==> config.mk <==
export PLATFORM = sky130hd
export DESIGN_NAME = cache_controller
export DESIGN_NICKNAME = d
export VERILOG_FILES = /design/src/rtl/cache_controller.sv
export SDC_FILE = /design/constraint.sdc
export NUM_CORES = 1
export LEC_CHECK = 0
export ABC_AREA = 1
export ABC_CLOCK_PERIOD_IN_PS = 3400
export CAP_MARGIN = 10
export CORE_AREA = 10 10 193 195
export CTS_CLUSTER_DIAMETER = 60
export DETAILED_ROUTE_END_ITERATION = 6
export DIE_AREA = 0 0 203 205
export PLACE_DENSITY = 0.69
export SLEW_MARGIN = 20
export SYNTH_ARGS = -nofsm -noshare
export SYNTH_HDL_FRONTEND = slang
export SYNTH_SLANG_ARGS = --single-unit
==> constraint.sdc <==
create_clock -name clk -period 3.4 [get_ports clk]
set_input_delay 0.68 -clock clk [delete_from_list [all_inputs] [get_ports clk]]
set_output_delay 0.68 -clock clk [all_outputs]
set_load 0.02 [all_outputs]
==> src/rtl/cache_controller.sv <==
// ============================================================================
// cache_controller
// ----------------------------------------------------------------------------
// Purpose:
//   Sequencing FSM sitting between the CPU load/store port, a direct-mapped
//   write-back cache array (2048 one-word lines, 19-bit tag, 11-bit index)
//   and main memory. One word access is handled at a time:
//     - the request is latched and presented to the cache array with a
//       single-cycle enable pulse,
//     - a load miss triggers a memory read followed by a refill of the line,
//     - any dirty line pushed out of the array (by a store or by a refill)
//       is written back to memory before the CPU is released,
//     - the CPU is told to stall for as long as the FSM is not idle, and a
//       one-cycle cpu_ready pulse marks completion.
//   Load hits and load misses are counted; stores are not counted.
//
// Ports:
//   clk, rst            clock (rising edge) and synchronous active-high reset
//   cpu_req/we/addr/wdata  CPU request, sampled only while idle
//   cpu_rdata, cpu_ready   load data and one-cycle completion pulse
//   stall                  high whenever the FSM is not idle
//   cache_en/we/from_mem   cache operation pulse and its qualifiers
//   cache_addr/wdata       latched request address and write data
//   cache_rdata/hit/evicted/ready/evicted_tag  cache array status
//   mem_req/we/addr/wdata  memory request, held until mem_ack
//   mem_rdata, mem_ack     memory read data and one-cycle completion
//   hit_count, miss_count  wrapping 32-bit load statistics
//
// All outputs are decoded from registered state and data only; no input
// reaches an output through combinational logic.
// ============================================================================
module cache_controller #(
    parameter int TAG_W   = 19,
    parameter int INDEX_W = 11
) (
    input  logic              clk,
    input  logic              rst,

    // CPU side
    input  logic              cpu_req,
    input  logic              cpu_we,
    input  logic [31:0]       cpu_addr,
    input  logic [31:0]       cpu_wdata,
    output logic [31:0]       cpu_rdata,
    output logic              cpu_ready,
    output logic              stall,

    // Cache array side
    output logic              cache_en,
    output logic              cache_we,
    output logic              cache_from_mem,
    output logic [31:0]       cache_addr,
    output logic [31:0]       cache_wdata,
    input  logic [31:0]       cache_rdata,
    input  logic              cache_hit,
    input  logic              cache_evicted,
    input  logic              cache_ready,
    input  logic [TAG_W-1:0]  cache_evicted_tag,

    // Main memory side
    output logic              mem_req,
    output logic              mem_we,
    output logic [31:0]       mem_addr,
    output logic [31:0]       mem_wdata,
    input  logic [31:0]       mem_rdata,
    input  logic              mem_ack,

    // Statistics
    output logic [31:0]       hit_count,
    output logic [31:0]       miss_count
);

    // ------------------------------------------------------------------------
    // State encoding
    // ------------------------------------------------------------------------
    typedef enum logic [2:0] {
        IDLE,
        LOOKUP,
        CHECK,
        MEM_RD,
        FILL,
        FILL_CHK,
        WB,
        RESP
    } state_t;

    state_t             state_q,      state_d;

    // Latched request
    logic [31:0]        reqAddr_q,    reqAddr_d;
    logic               reqWe_q,      reqWe_d;
    logic [31:0]        reqWdata_q,   reqWdata_d;

    // Word returned to the CPU on a load; on a miss it is also the refill word
    logic [31:0]        readData_q,   readData_d;

    // Dirty line pushed out of the array, waiting to be written back
    logic [31:0]        victimData_q, victimData_d;
    logic [TAG_W-1:0]   victimTag_q,  victimTag_d;

    // Load statistics
    logic [31:0]        hitCount_q,   hitCount_d;
    logic [31:0]        missCount_q,  missCount_d;

    // ------------------------------------------------------------------------
    // State and data registers. Reset returns the FSM to IDLE and clears every
    // register, which drops any access in flight without completing it. The
    // cache array itself is not touched by this reset.
    // ------------------------------------------------------------------------
    always_ff @(posedge clk) begin
        if (rst) begin
            state_q      <= IDLE;
            reqAddr_q    <= '0;
            reqWe_q      <= 1'b0;
            reqWdata_q   <= '0;
            readData_q   <= '0;
            victimData_q <= '0;
            victimTag_q  <= '0;
            hitCount_q   <= '0;
            missCount_q  <= '0;
        end else begin
            state_q      <= state_d;
            reqAddr_q    <= reqAddr_d;
            reqWe_q      <= reqWe_d;
            reqWdata_q   <= reqWdata_d;
            readData_q   <= readData_d;
            victimData_q <= victimData_d;
            victimTag_q  <= victimTag_d;
            hitCount_q   <= hitCount_d;
            missCount_q  <= missCount_d;
        end
    end

    // ------------------------------------------------------------------------
    // Next-state, data capture and output decode. Every output is a function
    // of state_q and registered data only, so cache_en is high for exactly one
    // cycle in LOOKUP and one in FILL, and those states are never adjacent.
    // The memory request is held for the whole MEM_RD / WB state, so address,
    // direction and data stay stable until the ack is taken, and it drops in
    // the cycle after the ack because the state has moved on.
    // ------------------------------------------------------------------------
    always_comb begin
        state_d        = state_q;
        reqAddr_d      = reqAddr_q;
        reqWe_d        = reqWe_q;
        reqWdata_d     = reqWdata_q;
        readData_d     = readData_q;
        victimData_d   = victimData_q;
        victimTag_d    = victimTag_q;
        hitCount_d     = hitCount_q;
        missCount_d    = missCount_q;

        cpu_ready      = 1'b0;
        cpu_rdata      = '0;
        stall          = (state_q != IDLE);
        cache_en       = 1'b0;
        cache_we       = 1'b0;
        cache_from_mem = 1'b0;
        cache_wdata    = '0;
        mem_req        = 1'b0;
        mem_we         = 1'b0;
        mem_addr       = '0;
        mem_wdata      = '0;

        case (state_q)
            IDLE: begin
                if (cpu_req) begin
                    reqAddr_d  = cpu_addr;
                    reqWe_d    = cpu_we;
                    reqWdata_d = cpu_wdata;
                    // Cleared so a store completes with zero on cpu_rdata
                    readData_d = '0;
                    state_d    = LOOKUP;
                end
            end

            LOOKUP: begin
                cache_en    = 1'b1;
                cache_we    = reqWe_q;
                cache_wdata = reqWdata_q;
                state_d     = CHECK;
            end

            CHECK: begin
                if (cache_ready) begin
                    if (!reqWe_q) begin
                        if (cache_hit) begin
                            readData_d = cache_rdata;
                            hitCount_d = hitCount_q + 32'd1;
                            state_d    = RESP;
                        end else begin
                            missCount_d = missCount_q + 32'd1;
                            state_d     = MEM_RD;
                        end
                    end else if (cache_evicted) begin
                        // The store displaced a dirty line of another tag
                        victimData_d = cache_rdata;
                        victimTag_d  = cache_evicted_tag;
                        state_d      = WB;
                    end else begin
                        state_d = RESP;
                    end
                end
            end

            MEM_RD: begin
                mem_req  = 1'b1;
                mem_addr = {reqAddr_q[31:2], 2'b00};
                if (mem_ack) begin
                    readData_d = mem_rdata;
                    state_d    = FILL;
                end
            end

            FILL: begin
                cache_en       = 1'b1;
                cache_we       = 1'b1;
                cache_from_mem = 1'b1;
                cache_wdata    = readData_q;
                state_d        = FILL_CHK;
            end

            FILL_CHK: begin
                if (cache_ready) begin
                    if (cache_evicted) begin
                        // The refill displaced a dirty line of another tag
                        victimData_d = cache_rdata;
                        victimTag_d  = cache_evicted_tag;
                        state_d      = WB;
                    end else begin
                        state_d = RESP;
                    end
                end
            end

            WB: begin
                // Victim shares the request's index; only the tag differs
                mem_req   = 1'b1;
                mem_we    = 1'b1;
                mem_addr  = {victimTag_q, reqAddr_q[INDEX_W+1:2], 2'b00};
                mem_wdata = victimData_q;
                if (mem_ack) begin
                    state_d = RESP;
                end
            end

            RESP: begin
                cpu_ready = 1'b1;
                cpu_rdata = readData_q;
                state_d   = IDLE;
            end

            default: begin
                state_d = IDLE;
            end
        endcase
    end

    // ------------------------------------------------------------------------
    // Registered values exposed directly
    // ------------------------------------------------------------------------
    assign cache_addr = reqAddr_q;
    assign hit_count  = hitCount_q;
    assign miss_count = missCount_q;

endmodule

==> metrics.md <==
| Metric | Value |
|---|---|
| Met2 wire length | `20.93 mm` |
| Main combinational cell family by area after synthesis | `simple AND/OR/NAND/NOR gates` |
| Mapped cell area | `between 0.01 and 0.015 mm²` |
| VDD IR max | `355.9 µV` |
| Initial core utilization | `just over 30%` |
| CP startpoint kind | `flip-flop` |
| Met3 WL | `3.760 mm` |
| Ys flop type | `dfxtp_1` |
| Fmax | `0.3055 GHz` |
| H-tree Lvls | `1` |
| Seq/Total Area, Yosys | `~42%` |
| Share of cells above drive strength 1 | `approximately 4.3%` |
| Clock root buffer master | `clkbuf_16` |
| Simple-gate share of the synthesized area | `between 20% and 30%` |
| Worst R2R Path Depth | `8` |
| Worst clock skew | `around 0.024 ns` |
| Pwr Total | `slightly below 10000 µW` |
| Pwr/cell area | `~640 mW/mm²` |
| Clock buffer depth | `3` |
| Final min period | `approximately 3.3 ns` |
| Multi-input combinational cell area | `roughly 0.0047 mm²` |
| Distinct cells, synth | `35` |
| FF-to-FF End | `victimData_q[3]$_SDFFE_PP0P_` |
| Total number of yosys warnings | `0` |
| GRT Residual Overflow | `0` |
| First-pass GRT wire length | `between 60 and 70 mm` |
| Area Overhead vs Synth | `50.67%` |
| Initial antenna violation count | `5` |
| CTS buffer count | `27` |
| Fin crit share | `a little over nine tenths` |
| Global-route usage over all layers | `between 10% and 20%` |
| Worst reg-to-reg setup slack | `1.07 ns` |
| Fin. max-slew vios | `0` |
| Hold WC Path Type | `flip-flop to flip-flop` |
| Reg clk slew, reported paths | `roughly 0.060 ns` |
| FF-to-FF Start | `state_q[0]$_SDFFE_PP0P_` |
| Hold EP | `victimData_q[13]$_SDFFE_PP0P_` |
| Pin count of the biggest net entering global routing | `65` |
| Die Ht | `around 210 µm` |
| Core area | `0.03328 mm²` |
| Rows | `67` |
| Hold buffers post-CTS | `0` |
| Initial drt markers | `693` |
| Register area | `0.004304 mm²` |
| Asr flop ratio synth | `0%` |
| Max stage delay on crit path | `~0.64 ns` |
| Outcome | `completed` |
| Crit path cell chain | `inv_1 -> ha_1 -> nand2_2 -> nand2_1 -> inv_1 -> nor2_1 -> clkdlybuf4s50_1` |
| Total Wirelength | `around 44 mm` |
| Most frequent cells in the layout | `clkdlybuf4s50_1 (383), nor2_1 (264), inv_1 (245)` |
| Fin. Hold Viols | `0` |
| TritonCTS clock tree | `built` |
| Worst-Margin Slew | `about 0.65 ns` |
| Commonest non-fill, non-tap cell in the layout | `clkdlybuf4s50_1` |
| # DRC | `0` |
| Wl on met1 | `roughly 18 mm` |
| Hpwl dp | `roughly 33 mm` |
| DRT antenna net count | `0` |
| 1st-pass router iterations | `5` |
| Hold depth | `2` |
| RD Place Congestion | `around 0.9` |
| Fill cells | `~3400` |
| Mux share of post-synthesis cell area | `0%` |
| WS Path Type | `flip-flop to output pin` |
| Die width | `between 200 and 250 µm` |
| Vias per std cell | `4.839` |
| Die ar. | `0.04162 mm²` |
| Max FO, Critical Path | `11` |
| IO Pins | `386` |
| P_leak | `~0.0056 µW` |
| Max Used Layer | `met5` |
| Slowest cell on the critical path | `clkdlybuf4s50_1` |
| Post-CTS Setup Repair Bufs | `0` |
| Vias in the first global route | `~11000` |
| Max-slew headroom | `56.47%` |
| CP endpoint kind | `output pin` |
| Post-synth EDFFs | `0` |
| Post-synthesis adder-cell area fraction | `less than 1%` |
| Synth Area per Inst | `6.574 µm²` |
| Post-synthesis register bit count | `roughly 220` |
| Worst Path Required | `2.72 ns` |
| Setup TNS | `0 ns` |
| Setup violators final | `0` |
| Fin nets | `around 2100` |
| Critical path data arrival time | `approximately 2.6 ns` |
| CTS Sinks | `between 200 and 250` |
| Worst hold start | `victimData_q[13]$_SDFFE_PP0P_` |
| Xor/xnor share of the synthesized area | `less than 1%` |
| Number of I/O port buffers | `around 380` |
| # Max-Cap Violations | `0` |
| Worst Setup SP | `state_q[0]$_SDFFE_PP0P_` |
| Unrepaired setup endpoints after global routing | `no` |
| Top cell by count, worst path | `inv_1` |
| Via count | `roughly 11000` |
| Gate Count Post-Synth | `around 1600` |
| Compound-Gate Fraction of Synth Area | `~17%` |
| Routed wire per std cell | `about 18 µm` |
| Worst skew pair latency | `0.53 ns` |
==> how the worst max path moves through the flow <==
stage / end / slack [ns] / cells past startpoint
5_1_grt: mem_addr[7] / 0.03 / 7
4_1_cts: mem_addr[16] / 0.04 / 6
3_3_place_gp: mem_addr[28] / 0.64 / 6
3_5_place_dp: mem_addr[16] / 0.62 / 6
2_1_floorplan: mem_addr[10] / 1.11 / 7
6_report: mem_addr[7] / 0.13 / 7
==> critical path: cells and delay by family, from the launching register on <==
| kind | cells | cell delay (ns) |
|---|---|---|
| buffers and inverters | 3 | 0.97 |
| AND/OR/NAND/NOR | 3 | 0.47 |
| adder cells (fa/ha/maj) | 1 | 0.28 |
| flip-flops | 1 | 0.34 |
==> area by class of cell <==
class / count / share of cell area, %
diodes: 2 / 0.03245
clock buffers: 37 / 4.949
clock inverters: 11 / 0.9086
inverters: 248 / 6.068
multi-input cells: 1008 / 30.30
flip-flops and latches: 215 / 27.91
well taps: 448 / 3.635
repair buffers: 405 / 26.20
==> through the flow <==
stage / util (%) / cell area [µm²] / hold WS, ns / setup slack, ns / instances
final: 46.34 / 15420 / 0.4528 / 0.1270 / 2374
after floorplan: - / 10240 / 0.4297 / 1.114 / 1558
after global routing: 46.33 / 15420 / 0.4694 / 0.03158 / 2372
after global placement: 43.60 / 14510 / 0.4375 / 0.6372 / 2324
after detailed placement: 43.60 / 14510 / 0.4447 / 0.6244 / 2324
after CTS: 46.31 / 15410 / 0.4528 / 0.04331 / 2372
==> sequential cells by signal, indices dropped and copies added (netlist names) <==
signal,flops
cache_addr,32
reqWe_q,1
victimData_q,32
miss_count,32
hit_count,32
reqWdata_q,32
victimTag_q,19
state_q,3
readData_q,32
==> power breakdown <==
group	switching, µW	internal, µW	leakage (µW)
combinational	2260	1310	0.00341
clock	1130	1790	0.000451
sequential	294	3010	0.00175
==> logic make-up (layout without fill, tap and decap cells) <==
group	after synthesis	count (layout)
other	1	4
buffers and inverters	335	701
DFF	215	215
AOI/OAI and AO/OA	339	339
and+or+nand+nor	656	656
xor gates and xnor gates	5	5
adders and majority gates	6	6
==> cell usage after synthesis, types with 2 or more instances <==
master	instances	area, µm²
nor2_4	2	22.52
a21oi_1	144	720.7
o21a_1	2	15.01
and3_1	2	12.51
nor2_2	5	31.28
nand3b_1	2	15.01
buf_4	3	22.52
nor2_1	264	991.0
nor3b_1	3	22.52
nor3_1	18	90.09
nand3_1	117	585.6
ha_1	6	75.07
o22ai_1	51	319.1
xnor2_1	3	26.28
buf_1	4	15.01
buf_2	11	55.05
dfxtp_1	215	4304
clkbuf_1	69	259.0
nand4_1	16	100.1
inv_1	245	919.6
nand2_1	223	837.1
o21ai_0	137	685.7
nand3_2	2	20.02
xor2_1	2	17.52
==> layer usage <==
layer,GRT usage (%),vias to the layer above
met1,23.82,5284
met3,5.370,58
li1,-,5672
met4,4.716,4
met5,0,-
met2,34.48,469
==> what timing repair did <==
action / in CTS / in global routing
hold endpoints to repair: 0 / 0
gates resized for setup: 0 / 1
setup endpoints to repair: 0 / 27
Note: power is estimated with default switching activity, not from simulation.
